**src/rtl/logic_rs_pkg.sv**
```systemverilog
// Shared types and constants for the logic-unit reservation station.
package logic_rs_pkg;

  localparam int unsigned RS_ENTRIES = 4;
  localparam int unsigned RS_TAG_W   = 4;
  localparam int unsigned RS_DATA_W  = 64;
  localparam int unsigned OP_W       = 3;

  localparam logic [OP_W-1:0] OP_AND  = 3'd0;
  localparam logic [OP_W-1:0] OP_XOR  = 3'd1;
  localparam logic [OP_W-1:0] OP_NAND = 3'd2;
  localparam logic [OP_W-1:0] OP_OR   = 3'd3;
  localparam logic [OP_W-1:0] OP_NOT  = 3'd4;
  localparam logic [OP_W-1:0] OP_NOR  = 3'd5;
  localparam logic [OP_W-1:0] OP_NEG  = 3'd6;
  localparam logic [OP_W-1:0] OP_XNOR = 3'd7;

  // Unary ops never read operand b.
  function automatic logic uses_b(input logic [OP_W-1:0] opcode);
    return !((opcode == OP_NOT) || (opcode == OP_NEG));
  endfunction

  // One station slot; a slot is READY when valid with both operands ready.
  typedef struct packed {
    logic                 valid;
    logic [OP_W-1:0]      opcode;
    logic [RS_TAG_W-1:0]  dest;
    logic                 a_rdy;
    logic                 b_rdy;
    logic [RS_TAG_W-1:0]  a_tag;
    logic [RS_TAG_W-1:0]  b_tag;
    logic [RS_DATA_W-1:0] a_val;
    logic [RS_DATA_W-1:0] b_val;
  } rs_entry_t;

endpackage

```
**src/rtl/logic_rs_select.sv**
```systemverilog
// Issue picker: ready vector -> one-hot grant and index.
// LOGIC_RS_AGE_ORDER_EN: oldest ready entry wins (age matrix, i_age[i][j]=1 means i older than j);
// otherwise the lowest-index ready entry wins.
module logic_rs_select
  #(
    parameter int unsigned ENTRIES = 4,
    parameter int unsigned IDX_W   = $clog2(ENTRIES)
  )
  (
    input  logic [ENTRIES-1:0]              i_ready,
`ifdef LOGIC_RS_AGE_ORDER_EN
    input  logic [ENTRIES-1:0][ENTRIES-1:0] i_age,
`endif
    output logic [ENTRIES-1:0]              o_grant_c,
    output logic [IDX_W-1:0]                o_idx_c,
    output logic                            o_any_c
  );

  // Pick one ready entry and encode its index.
  always_comb begin
`ifdef LOGIC_RS_AGE_ORDER_EN
    logic v_blocked;
`else
    logic v_found;
`endif
    o_grant_c = '0;
    o_idx_c   = '0;
    o_any_c   = |i_ready;
`ifdef LOGIC_RS_AGE_ORDER_EN
    v_blocked = 1'b0;
    for (int i = 0; i < int'(ENTRIES); i++) begin
      v_blocked = 1'b0;
      for (int j = 0; j < int'(ENTRIES); j++) begin
        if ((j != i) && i_ready[j] && i_age[j][i]) v_blocked = 1'b1;
      end
      if (i_ready[i] && !v_blocked) o_grant_c[i] = 1'b1;
    end
`else
    v_found = 1'b0;
    for (int i = 0; i < int'(ENTRIES); i++) begin
      if (i_ready[i] && !v_found) begin
        o_grant_c[i] = 1'b1;
        v_found      = 1'b1;
      end
    end
`endif
    for (int i = 0; i < int'(ENTRIES); i++) begin
      if (o_grant_c[i]) o_idx_c = IDX_W'(i);
    end
  end

endmodule

```
**src/rtl/logic_rs.sv**
```systemverilog
// Reservation station in front of the 64-bit logic unit: buffers dispatched ops,
// snoops the CDB for pending operands, issues one ready op per cycle.
// Optional macro LOGIC_RS_AGE_ORDER_EN selects oldest-first issue (age matrix);
// default build issues lowest-index first. TAG_W/DATA_W must match the package widths.
module logic_rs
  import logic_rs_pkg::*;
  #(
    parameter int unsigned ENTRIES = RS_ENTRIES,
    parameter int unsigned TAG_W   = RS_TAG_W,
    parameter int unsigned DATA_W  = RS_DATA_W,
    localparam int unsigned IDX_W  = $clog2(ENTRIES),
    localparam int unsigned OCC_W  = $clog2(ENTRIES + 1)
  )
  (
    input  logic              clk,
    input  logic              rst,
    input  logic              disp_valid,
    output logic              disp_ready,
    input  logic [OP_W-1:0]   disp_opcode,
    input  logic [TAG_W-1:0]  disp_dest,
    input  logic              disp_a_rdy,
    input  logic [DATA_W-1:0] disp_a_val,
    input  logic [TAG_W-1:0]  disp_a_tag,
    input  logic              disp_b_rdy,
    input  logic [DATA_W-1:0] disp_b_val,
    input  logic [TAG_W-1:0]  disp_b_tag,
    input  logic              cdb_valid,
    input  logic [TAG_W-1:0]  cdb_tag,
    input  logic [DATA_W-1:0] cdb_data,
    output logic              iss_valid,
    input  logic              iss_ready,
    output logic [OP_W-1:0]   iss_opcode,
    output logic [DATA_W-1:0] iss_a,
    output logic [DATA_W-1:0] iss_b,
    output logic [TAG_W-1:0]  iss_dest,
    output logic [OCC_W-1:0]  occupancy
  );

  rs_entry_t          r_ent [ENTRIES];
  logic [OCC_W-1:0]   r_occ;
  logic               r_lock;
  logic [IDX_W-1:0]   r_lock_idx;

  logic [ENTRIES-1:0] w_ready;
  logic [ENTRIES-1:0] w_grant;
  logic [ENTRIES-1:0] w_iss_sel;
  logic [IDX_W-1:0]   w_pick_idx;
  logic [IDX_W-1:0]   w_iss_idx;
  logic [IDX_W-1:0]   w_disp_idx;
  logic               w_pick_any;
  logic               w_iss_any;
  logic               w_iss_fire;
  logic               w_disp_fire;
  rs_entry_t          w_new;

`ifdef LOGIC_RS_AGE_ORDER_EN
  logic [ENTRIES-1:0][ENTRIES-1:0] r_age;
`endif

  // Per-entry readiness and lowest-index free slot for dispatch.
  always_comb begin
    logic v_found;
    w_ready    = '0;
    w_disp_idx = '0;
    v_found    = 1'b0;
    for (int i = 0; i < int'(ENTRIES); i++) begin
      w_ready[i] = r_ent[i].valid && r_ent[i].a_rdy && r_ent[i].b_rdy;
      if (!r_ent[i].valid && !v_found) begin
        w_disp_idx = IDX_W'(i);
        v_found    = 1'b1;
      end
    end
  end

  logic_rs_select #(.ENTRIES(ENTRIES), .IDX_W(IDX_W)) u_select (
    .i_ready   (w_ready),
`ifdef LOGIC_RS_AGE_ORDER_EN
    .i_age     (r_age),
`endif
    .o_grant_c (w_grant),
    .o_idx_c   (w_pick_idx),
    .o_any_c   (w_pick_any)
  );

  // A stalled offer stays locked on its entry until the unit accepts it.
  assign w_iss_any   = r_lock || w_pick_any;
  assign w_iss_idx   = r_lock ? r_lock_idx : w_pick_idx;
  assign iss_valid   = w_iss_any && !rst;
  assign w_iss_fire  = iss_valid && iss_ready;
  assign iss_opcode  = iss_valid ? r_ent[w_iss_idx].opcode : '0;
  assign iss_a       = iss_valid ? r_ent[w_iss_idx].a_val  : '0;
  assign iss_b       = iss_valid ? r_ent[w_iss_idx].b_val  : '0;
  assign iss_dest    = iss_valid ? r_ent[w_iss_idx].dest   : '0;

  assign disp_ready  = (r_occ < OCC_W'(ENTRIES));
  assign w_disp_fire = disp_valid && disp_ready;
  assign occupancy   = r_occ;

  // One-hot of the entry being offered this cycle.
  always_comb begin
    w_iss_sel = w_grant;
    if (r_lock) begin
      w_iss_sel = '0;
      for (int i = 0; i < int'(ENTRIES); i++) begin
        if (r_lock_idx == IDX_W'(i)) w_iss_sel[i] = 1'b1;
      end
    end
  end

  // New entry image, including same-cycle CDB capture for pending operands.
  always_comb begin
    w_new        = '0;
    w_new.valid  = 1'b1;
    w_new.opcode = disp_opcode;
    w_new.dest   = disp_dest;
    if (disp_a_rdy) begin
      w_new.a_rdy = 1'b1;
      w_new.a_val = disp_a_val;
    end else if (cdb_valid && (cdb_tag == disp_a_tag)) begin
      w_new.a_rdy = 1'b1;
      w_new.a_val = cdb_data;
    end else begin
      w_new.a_tag = disp_a_tag;
    end
    if (!uses_b(disp_opcode) || disp_b_rdy) begin
      w_new.b_rdy = 1'b1;
      w_new.b_val = uses_b(disp_opcode) ? disp_b_val : '0;
    end else if (cdb_valid && (cdb_tag == disp_b_tag)) begin
      w_new.b_rdy = 1'b1;
      w_new.b_val = cdb_data;
    end else begin
      w_new.b_tag = disp_b_tag;
    end
  end

  // Entry array: dispatch write, issue free, CDB wakeup; plus occupancy and issue lock.
  always_ff @(posedge clk) begin
    if (rst) begin
      for (int i = 0; i < int'(ENTRIES); i++) r_ent[i] <= '0;
      r_occ      <= '0;
      r_lock     <= 1'b0;
      r_lock_idx <= '0;
    end else begin
      for (int i = 0; i < int'(ENTRIES); i++) begin
        if (w_disp_fire && (w_disp_idx == IDX_W'(i))) begin
          r_ent[i] <= w_new;
        end else begin
          if (w_iss_fire && w_iss_sel[i]) r_ent[i].valid <= 1'b0;
          if (cdb_valid && r_ent[i].valid && !r_ent[i].a_rdy && (r_ent[i].a_tag == cdb_tag)) begin
            r_ent[i].a_rdy <= 1'b1;
            r_ent[i].a_val <= cdb_data;
          end
          if (cdb_valid && r_ent[i].valid && !r_ent[i].b_rdy && (r_ent[i].b_tag == cdb_tag)) begin
            r_ent[i].b_rdy <= 1'b1;
            r_ent[i].b_val <= cdb_data;
          end
        end
      end
      r_occ      <= r_occ + OCC_W'(w_disp_fire) - OCC_W'(w_iss_fire);
      r_lock     <= w_iss_any && !iss_ready;
      r_lock_idx <= w_iss_idx;
    end
  end

`ifdef LOGIC_RS_AGE_ORDER_EN
  // Age matrix: a newly dispatched entry is younger than every other entry.
  always_ff @(posedge clk) begin
    if (rst) begin
      r_age <= '0;
    end else if (w_disp_fire) begin
      for (int i = 0; i < int'(ENTRIES); i++) begin
        for (int j = 0; j < int'(ENTRIES); j++) begin
          if (w_disp_idx == IDX_W'(i))      r_age[i][j] <= 1'b0;
          else if (w_disp_idx == IDX_W'(j)) r_age[i][j] <= 1'b1;
        end
      end
    end
  end
`endif

endmodule
```
**config.mk**
```make
export PLATFORM = sky130hd
export DESIGN_NAME = logic_rs
export DESIGN_NICKNAME = d
export VERILOG_FILES = /design/src/rtl/logic_rs_pkg.sv /design/src/rtl/logic_rs_select.sv /design/src/rtl/logic_rs.sv
export SDC_FILE = /design/constraint.sdc
export NUM_CORES = 1
export LEC_CHECK = 0
export CAP_MARGIN = 0
export CORE_MARGIN = 4
export CORE_UTILIZATION = 40
export DETAILED_ROUTE_END_ITERATION = 8
export GPL_TIMING_DRIVEN = 0
export HOLD_SLACK_MARGIN = 0.08
export PLACE_DENSITY = 0.62
export SLEW_MARGIN = 40
export SYNTH_ARGS = -nofsm -noshare
export SYNTH_HDL_FRONTEND = slang
export SYNTH_HIERARCHICAL = 1
export SYNTH_SLANG_ARGS = --single-unit
```
**constraint.sdc**
```tcl
create_clock -name clk -period 9.47 [get_ports clk]
set_input_delay 0.947 -clock clk [delete_from_list [all_inputs] [get_ports clk]]
set_output_delay 0.947 -clock clk [all_outputs]
set_load 0.01 [all_outputs]
```
== After elaboration in Yosys (flattened, before gate mapping) ==
Memory sizes are Yosys's and may differ from the RTL's.
Cells that the tools add are included.
W data, S select, Z words.

* Register bits after elaboration: 6
* Bits in latches: 0
* Memory bits (writable): 584
* ROM bits: 0
* Input bits: 218
* Output and inout bits: 140
* Logic and storage cells: 245
* Memories: 1

* $add $sub $neg: 2
* $mul: 0
* Divide/modulo/power cells: 0
* $lt $le $gt $ge: 1
* Eq/ne operators: 18
* Shift-type cells: 0
* Muxes and demuxes: 124
* Bitwise operators: 24
* Reduce and logical (&&, ||, !) cells: 72

{| class="wikitable"
|+ Memory list
! name !! words !! bits a word !! rd ports !! clocked after Yosys merged registers in !! write ports !! RTL line !! RTL
|-
| r_ent || 4 || 146 || 5 || 0 || 4 || logic_rs.sv:39 || <nowiki>rs_entry_t r_ent [ENTRIES];</nowiki>
|}

{| class="wikitable"
|+ Operators by type and width
! kind !! count
|-
| $mux W64 || 15
|-
| $mux W146 || 4
|-
| $mux W1 || 93
|-
| $logic_and A1 B1 Y1 || 48
|-
| $eq A4 B4 Y1 || 10
|-
| $mux W4 || 6
|-
| $or A1 B1 Y1 || 24
|-
| $logic_not A1 Y1 || 18
|-
| $mux W2 || 5
|-
| $eq A2 B2 Y1 const B || 4
|-
| $eq A3 B3 Y1 const B || 2
|-
| $eq A2 B1 Y1 const B || 2
|-
| $logic_not A2 Y1 || 2
|-
| $reduce_or A4 Y1 || 1
|-
| $add A3 B1 Y3 || 1
|-
| $logic_or A1 B1 Y1 || 3
|-
| $lt A3 B3 Y1 const B || 1
|-
| $mux W3 || 1
|-
| $sub A3 B1 Y3 || 1
|}

== Longest topological paths before layout ==
Gate-level depths: netlist of run 1.
An unclocked memory read counts as a cell.

* Depth after elaboration: 20
* Gate-level depth with buffers: 15
* Gate-level depth less buffers: 14

== Hierarchy ==
The synthesis of run 1 kept the hierarchy.

{| class="wikitable"
|+ By module, submodules not included
! module !! instances !! cells each !! area each (um2) !! sequential area each (um2)
|-
| logic_rs || 1 || 1939 || 29977.5 || 17656.9
|-
| logic_rs_select || 1 || 11 || 61.3 || 0.0
|}

== Worst setup path before layout of run 1 ==
No wires, ideal clock.

* Kind: input port to flip-flop
* Start point: input cdb_tag[3]
* End point: memory r_ent[3][100] (netlist bit), enable pin
* Arrival time: 7994 ps
* Path slack: 811 ps
* Stages on the path: 4
* Cells stage by stage: buf_6 > xnor2_1 > nand3_1 > o41ai_1

{| class="wikitable"
|+ RTL lines
! item !! RTL line !! RTL
|-
| start: declaration || logic_rs.sv:28 || <nowiki>input logic [TAG_W-1:0] cdb_tag,</nowiki>
|-
| end: declaration || logic_rs.sv:39 ||
|}

==> key figures, run 1 <==
GRT
  • Total congestion overflow after global routing: 0
  • Largest net degree at the start of global routing: 33
  • Number of antenna violations at the first check in global routing: 9
  • Number of global-route vias before repair: 21830
  • Global-route wire length before repair: 148000 um
  • Global-route usage over all layers: 0.2560

Logic synthesis
  • Cell type with the largest total area after synthesis: edfxtp_1
  • Post-synthesis compound-gate area fraction: 0.1881
  • Most used flip-flop cell after synthesis: edfxtp_1
  • Number of synthesized register bits: 590
  • Avg Inst Size Synth: 15.40 sq um
  • Dominant cells by area after synthesis: edfxtp_1 (58%), mux4_2 (10%), a32o_1 (8.5%)
  • Count leader, synth: edfxtp_1
  • Fraction of registers with async set/reset: 0
  • Net count after synthesis: 2171
  • Synthesized-area fraction occupied by xor and xnor cells: 0.01300
  • Post-synthesis sequential area ratio: 0.5878
  • Share of synthesized area spent on multiplexers: 0.1017
  • Synth Instances: 1950
  • Largest family of logic cells by synthesized area: compound AO/OA/AOI/OAI gates
  • Top cell type's share of synthesized area: 0.5838
  • Adder-cell share of the synthesized area: 0.001500
  • EDFF count, synth: 584
  • Area share of and/or/nand/nor cells after synthesis: 0.06410
  • Library cells used by synthesis: 53
  • Most used standard cells in the synthesized netlist: edfxtp_1 (584), a32o_1 (256), o2bb2ai_1 (162)
  • Synth Cell Area: 30040 sq um
  • Total of warnings raised by yosys: 6

Run
  • Max-capacitance violation count: 0

Route
  • Met2 Wirelength: roughly 52000 um
  • Wire length reported by the detailed router: between 100000 and 150000 um
  • Wire length per cell after detailed routing: 30.98 um
  • Met3 routed WL: ~9700 um
  • Number of detailed-routing iterations run before antenna repair: 7
  • Routed vias/inst: 6.318
  • Initial detailed-routing violation count: 2574
  • Number of nets with antenna violations after detailed routing: 0
  • Count of vias placed by the detailed router: 21400
  • Total DRC errors in the routed layout: 0
  • Highest layer used for signal routing: met5
  • Post-route met1 wirelength: just under 40000 um

STA
  • Worst slew margin relative to its limit: 0.4112
  • Transition time of the tightest slew-check pin: 0.8832 ns
  • Final-report setup violation count: 0
  • Top achievable clock speed: 0.1862 GHz
  • Final clock skew: between 0.02 and 0.025 ns
  • Final period demand of the worst path: 5.370 ns
  • Crit share post-route: 0.5671
  • Number of hold violations in the final report: 0
  • Fin. max-slew vios: 0
  • RSZ-0062 raised after global routing: no

Critical path
  • Data required time at the worst endpoint: 8.52 ns
  • Setup crit start: r_ent[3][137]
  • Worst reg-to-reg setup slack: 5.97 ns
  • Worst R2R End: r_ent[3][31]
  • Critical path fanouts, max: 10
  • R2R Path Start: r_ent[1][145]
  • Capturing element type of the critical path: output pin
  • Startpoint-to-endpoint class of the critical path: reg2out
  • Cells on worst reg2reg path: 11
  • Element type at the critical path start: flip-flop
  • Data arrival time at the worst-slack endpoint: 4.42 ns

Power and ir drop
  • Peak supply drop: 0.09831 mV
  • P_leak: 0.01250 uW
  • P per Cell Area: 182.4 nW/um^2

Die
  • Num ports: 358
  • Cell Rows: 100
  • Effective utilization at floorplan: 0.4035
  • Die extent in x: 282.0 um
  • Placeable core area: 74450 sq um
  • Die Area: roughly 80000 sq um
  • Die Y-Extent: about 280 um

Finish
  • Sequential cell area in the final layout: about 18000 sq um
  • Post-Layout Cell Count: 3388
  • Area of combinational cells with multiple inputs: between 10000 and 15000 sq um
  • Final nets: 2578
  • Share of the core filled with cells: 0.4946
  • Fillers: 6377
  • Fraction of final layout cells with drive strength greater than 1: 0.2087
  • P&R area growth vs syn: 22.57%

Placement
  • Total of buffers placed on input and output ports: 287
  • Gp weighted congestion: between 0.9 and 1
  • Post-detail-place hpwl: slightly above 70000 um
  • Post-placement cell count: between 3000 and 4000

CTS
  • Clock root buffer: clkbuf_16
  • Number of buffers on the longest clock path: 3
  • Post-CTS sizing: 0
  • Clock-pin slew on the worst setup and hold paths: 0.06 ns
  • Clock Sinks: between 500 and 600
  • Buffers inserted during post-CTS setup optimization: 0
  • CTS hold repair buffers: 0
  • Clock insertion delay at the later pin of the skew report: around 0.62 ns
  • Inserted Clock Buffers: 66
  • CTS tree: built
  • CTS H-tree depth: 3

Min path
  • Hold Crit Start: occupancy[0]
  • End point of the worst hold path: occupancy[0]
  • Number of stages on the worst hold path: 2
  • Min-delay worst type: reg2reg

Run status
  • Run status: finished, final reports clean
-- report_power, final --
part | total (uW) | internal [uW] | switching [uW]
clock | 2540 | 1470 | 1070
combinational | 973 | 384 | 589
sequential | 3210 | 3140 | 71.0
total | 6720 | 4990 | 1730
-- registers in the layout, indices dropped and copies added (netlist names) --
name        flops
occupancy       3
r_ent         584
r_lock          1
r_lock_idx      2
-- placed cells by master, fill, tap and decap left out, types with 4 or more instances in the layout --
cell type | netlist | layout
clkinv_2 | 0 | 11
inv_2 | 6 | 6
o2bb2ai_1 | 162 | 162
buf_8 | 12 | 14
nor3_1 | 10 | 10
diode_2 | 0 | 9
clkbuf_2 | 0 | 12
dfxtp_1 | 6 | 6
inv_1 | 11 | 11
buf_1 | 73 | 70
nand2b_1 | 5 | 5
a21oi_1 | 6 | 6
o21ai_1 | 4 | 4
buf_4 | 6 | 8
o21ai_0 | 8 | 8
edfxtp_1 | 584 | 584
buf_2 | 61 | 99
o21ai_4 | 5 | 7
nor2_1 | 46 | 46
nand3_1 | 9 | 9
o2bb2ai_2 | 94 | 94
clkbuf_1 | 104 | 106
clkdlybuf4s50_1 | 0 | 287
and3_1 | 12 | 12
nand2_1 | 89 | 83
xnor2_1 | 15 | 15
nor2b_1 | 7 | 7
clkbuf_16 | 0 | 71
mux4_2 | 135 | 135
a32o_1 | 256 | 256
clkinv_1 | 0 | 19
nand2_4 | 0 | 6
buf_6 | 5 | 5
buf_12 | 0 | 12
and2_1 | 158 | 158
xor2_1 | 24 | 24
-- metal layers --
metal  GRT usage  up-vias
li1            -     8918
met1      0.3279    11000
met2      0.4276     1279
met3     0.04861      205
met4      0.1121        2
met5           0        -
-- metrics by stage --
step | setup slack [ns] | setup TNS [ns] | instance area, sq um | power [uW] | hold WS [ns]
6_report | 4.100 | 0 | 36820 | 6715 | 0.6025
5_1_grt | 4.056 | 0 | 36810 | 6901 | 0.6752
4_1_cts | 3.976 | 0 | 36780 | 6725 | 0.6140
3_5_place_dp | 4.669 | 0 | 34690 | 4227 | 0.6002
3_3_place_gp | -5.677 | -731.08 | 34120 | 4197 | 0.5967
2_1_floorplan | 0.8105 | 0 | 30040 | 3772 | 0.5684
-- area by class of cell --
class | count | share of cell area
Sequential cell | 590 | 0.4796
Clock inverter | 34 | 0.006117
Antenna cell | 9 | 0.0006117
Tap cell | 969 | 0.03293
Multi-Input combinational cell | 1082 | 0.3032
Clock buffer | 87 | 0.05070
Timing Repair Buffer | 339 | 0.09066
Inverter | 17 | 0.001733
Buffer | 261 | 0.03446
-- worst max-delay path: stages (launching register included) --
cell and delay (ns):
edfxtp_1 0.45, and3_1 0.27, nor2_1 0.19, nor3_1 0.12, mux2i_4 0.46, buf_8 0.23
buf_4 0.28, clkbuf_1 0.68, mux4_2 0.46, and2_1 0.18, clkdlybuf4s50_1 0.47
-- logic make-up after synthesis --
family / count (synthesis)
AOI/OAI and AO/OA: 546
DFF: 590
buffers and inverters: 278
adders and majority gates: 3
and+or+nand+nor: 355
muxes: 136
xor gates and xnor gates: 42
-- how the worst max path moves through the flow --
stage / to / slack, ns / cells after the start
final: iss_b[27] / 4.10 / 10
after global routing: iss_b[27] / 4.06 / 9
after CTS: iss_b[27] / 3.98 / 9
after detailed placement: iss_b[27] / 4.67 / 9
after global placement: r_ent[3][89] / -5.68 / 4
after floorplan: r_ent[3][100] / 0.81 / 4
Power figures use the tool's default switching activity.
==> run 2, diff against run 1 <==
clock period = 5 ns   (was 9.47 ns; I/O delays follow)
==> run 2 against run 1 <==
Against the previous run: sequential power rose by 89%; flip-flop and latch count did not move; register-to-register slack got worse by 4.5 ns; clock power rose by 96%; worst hold slack got worse by 0.21 ns; clock skew fell by 0.0027 ns; non-clock buffer count fell by 19; largest power group unchanged.
==> key figures, run 2 (same netlist as run 1, synthesis figures left out) <==
Route
  • Initial detailed-routing violation count: 2549
  • Number of detailed-routing iterations run before antenna repair: 6
  • Total DRC errors in the routed layout: 0
  • Wire length reported by the detailed router: 104000 um
  • Routed vias/inst: about 6.4
  • Wire length per cell after detailed routing: 30.95 um
  • Count of vias placed by the detailed router: 21510
  • Number of nets with antenna violations after detailed routing: 0

Finish
  • Post-route cell area: 36840 sq um
  • Register name with the most flops: r_ent
  • Fraction of final layout cells with drive strength greater than 1: 0.2023
  • Highest-count cells in the layout ignoring fill and taps: edfxtp_1 (584), clkdlybuf4s50_1 (287), a32o_1 (256)
  • Commonest non-fill, non-tap cell in the layout: edfxtp_1
  • P&R area growth vs syn: 22.65%
  • Final nets: 2559
  • Number of flip-flops in the largest register: about 580
  • Fillers: 6318

Placement
  • Total of buffers placed on input and output ports: 287
  • Post-detail-place hpwl: about 70000 um
  • Gp weighted congestion: 0.8889
  • Post-Place Cell Area: 34660 sq um

GRT
  • Global-route wire length before repair: 147700 um
  • Number of global-route vias before repair: 21910
  • Number of antenna violations at the first check in global routing: 7
  • Total congestion overflow after global routing: 0
  • Largest net degree at the start of global routing: 33
  • Global-route usage over all layers: 0.2541

Critical path
  • Capturing element type of the critical path: output pin
  • Data required time at the worst endpoint: approximately 4.5 ns
  • Element type at the critical path start: flip-flop
  • Startpoint-to-endpoint class of the critical path: reg2out
  • Data arrival time at the worst-slack endpoint: 4.45 ns
  • Critical path fanouts, max: 10

STA
  • Final clock skew: 0.02212 ns
  • Fin. max-slew vios: 0
  • Final-report setup violation count: 0
  • RSZ-0062 raised after global routing: no
  • Number of hold violations in the final report: 0
  • Total Negative Setup Slacks: 0 ns
  • Crit share post-route: 0.9899
  • Top achievable clock speed: between 0.2 and 0.25 GHz
  • Transition time of the tightest slew-check pin: 0.8969 ns
  • Worst slew margin relative to its limit: 0.3993
  • Final period demand of the worst path: 4.949 ns

CTS
  • Inserted Clock Buffers: 66
  • Number of buffers on the longest clock path: 3
  • CTS hold repair buffers: 0
  • Buffers inserted during post-CTS setup optimization: 0
  • Clock insertion delay at the later pin of the skew report: 0.61 ns
  • Clock-pin slew on the worst setup and hold paths: 0.06 ns
  • CTS H-tree depth: 3
  • CTS tree: built
  • Clock root buffer: clkbuf_16
  • Post-CTS sizing: 1
  • Clock Sinks: 590

Run status
  • Run status: finished, final reports clean

Power and ir drop
  • Peak supply drop: 0.1847 mV
  • P_leak: 0.01248 uW
  • P per Cell Area: ~350 nW/um^2

Die
  • Die Y-Extent: about 280 um
  • Die extent in x: 282.0 um
  • Cell Rows: 100
  • Placeable core area: 74450 sq um
  • Num ports: 358
  • Die Area: approximately 80000 sq um
  • Effective utilization at floorplan: 0.4035

Min path
  • Min-delay worst type: in2reg

Run
  • Max-capacitance violation count: 0
run 2: worst max-delay path, cell delays in order, from the launching register on:
cell,delay (ns)
edfxtp_1,0.50
and3_1,0.39
nor3_1,0.14
mux2i_4,0.70
buf_4,0.38
clkbuf_1,0.58
mux4_2,0.40
and2_1,0.23
clkdlybuf4s50_1,0.50
run 2: through the flow:
| stage | hold slack, ns | std cells | util | power (uW) | worst slack, ns |
|---|---|---|---|---|---|
| 2_1_floorplan | 0.5684 | 1950 | - | 7140 | 1.372 |
| 3_3_place_gp | 0.6122 | 3206 | 0.4589 | 7932 | -0.7055 |
| 3_5_place_dp | 0.6521 | 3239 | 0.4656 | 8002 | 0.6620 |
| 4_1_cts | 0.3540 | 3352 | 0.4946 | 12930 | 0.07306 |
| 5_1_grt | 0.3984 | 3357 | 0.4948 | 13250 | 0.007132 |
| 6_report | 0.3887 | 3360 | 0.4949 | 12890 | 0.05067 |
run 2: path summary, 6_finish.rpt:
check             slack, ns           end  cells past startpoint          start
hold reg to reg        0.64  occupancy[0]                      2   occupancy[0]
setup reg to reg       1.47  occupancy[2]                     15  r_ent[0][145]
setup / recovery       0.05     iss_b[60]                      8  r_ent[0][145]
hold / removal         0.39  r_ent[1][98]                      2   cdb_data[34]
run 2: power by group:
group          internal, uW  switching, uW
Clock                  2980           2000
Sequential             5940            134
Combinational           726           1110
Total                  9650           3250
run 2: routing by layer:
metal	vias to the layer above	global-route usage	wire length (um)
met5	-	0	8
met4	2	0.1114	4232
met3	217	0.05191	10210
met2	1286	0.4190	51000
met1	11120	0.3276	38550
li1	8884	-	-
run 2: layout make-up:
class / count / area (sq um) / share of cell area
tap: 969 / 1212 / 0.03291
clock inverter: 29 / 336.6 / 0.009135
sequential: 590 / 17660 / 0.4792
multi-input combinational: 1082 / 11180 / 0.3035
antenna: 8 / 20.02 / 0.0005433
timing repair buffer: 320 / 3278 / 0.08897
inverter: 17 / 63.81 / 0.001732
buffer: 261 / 1270 / 0.03447
clock buffer: 84 / 1826 / 0.04955
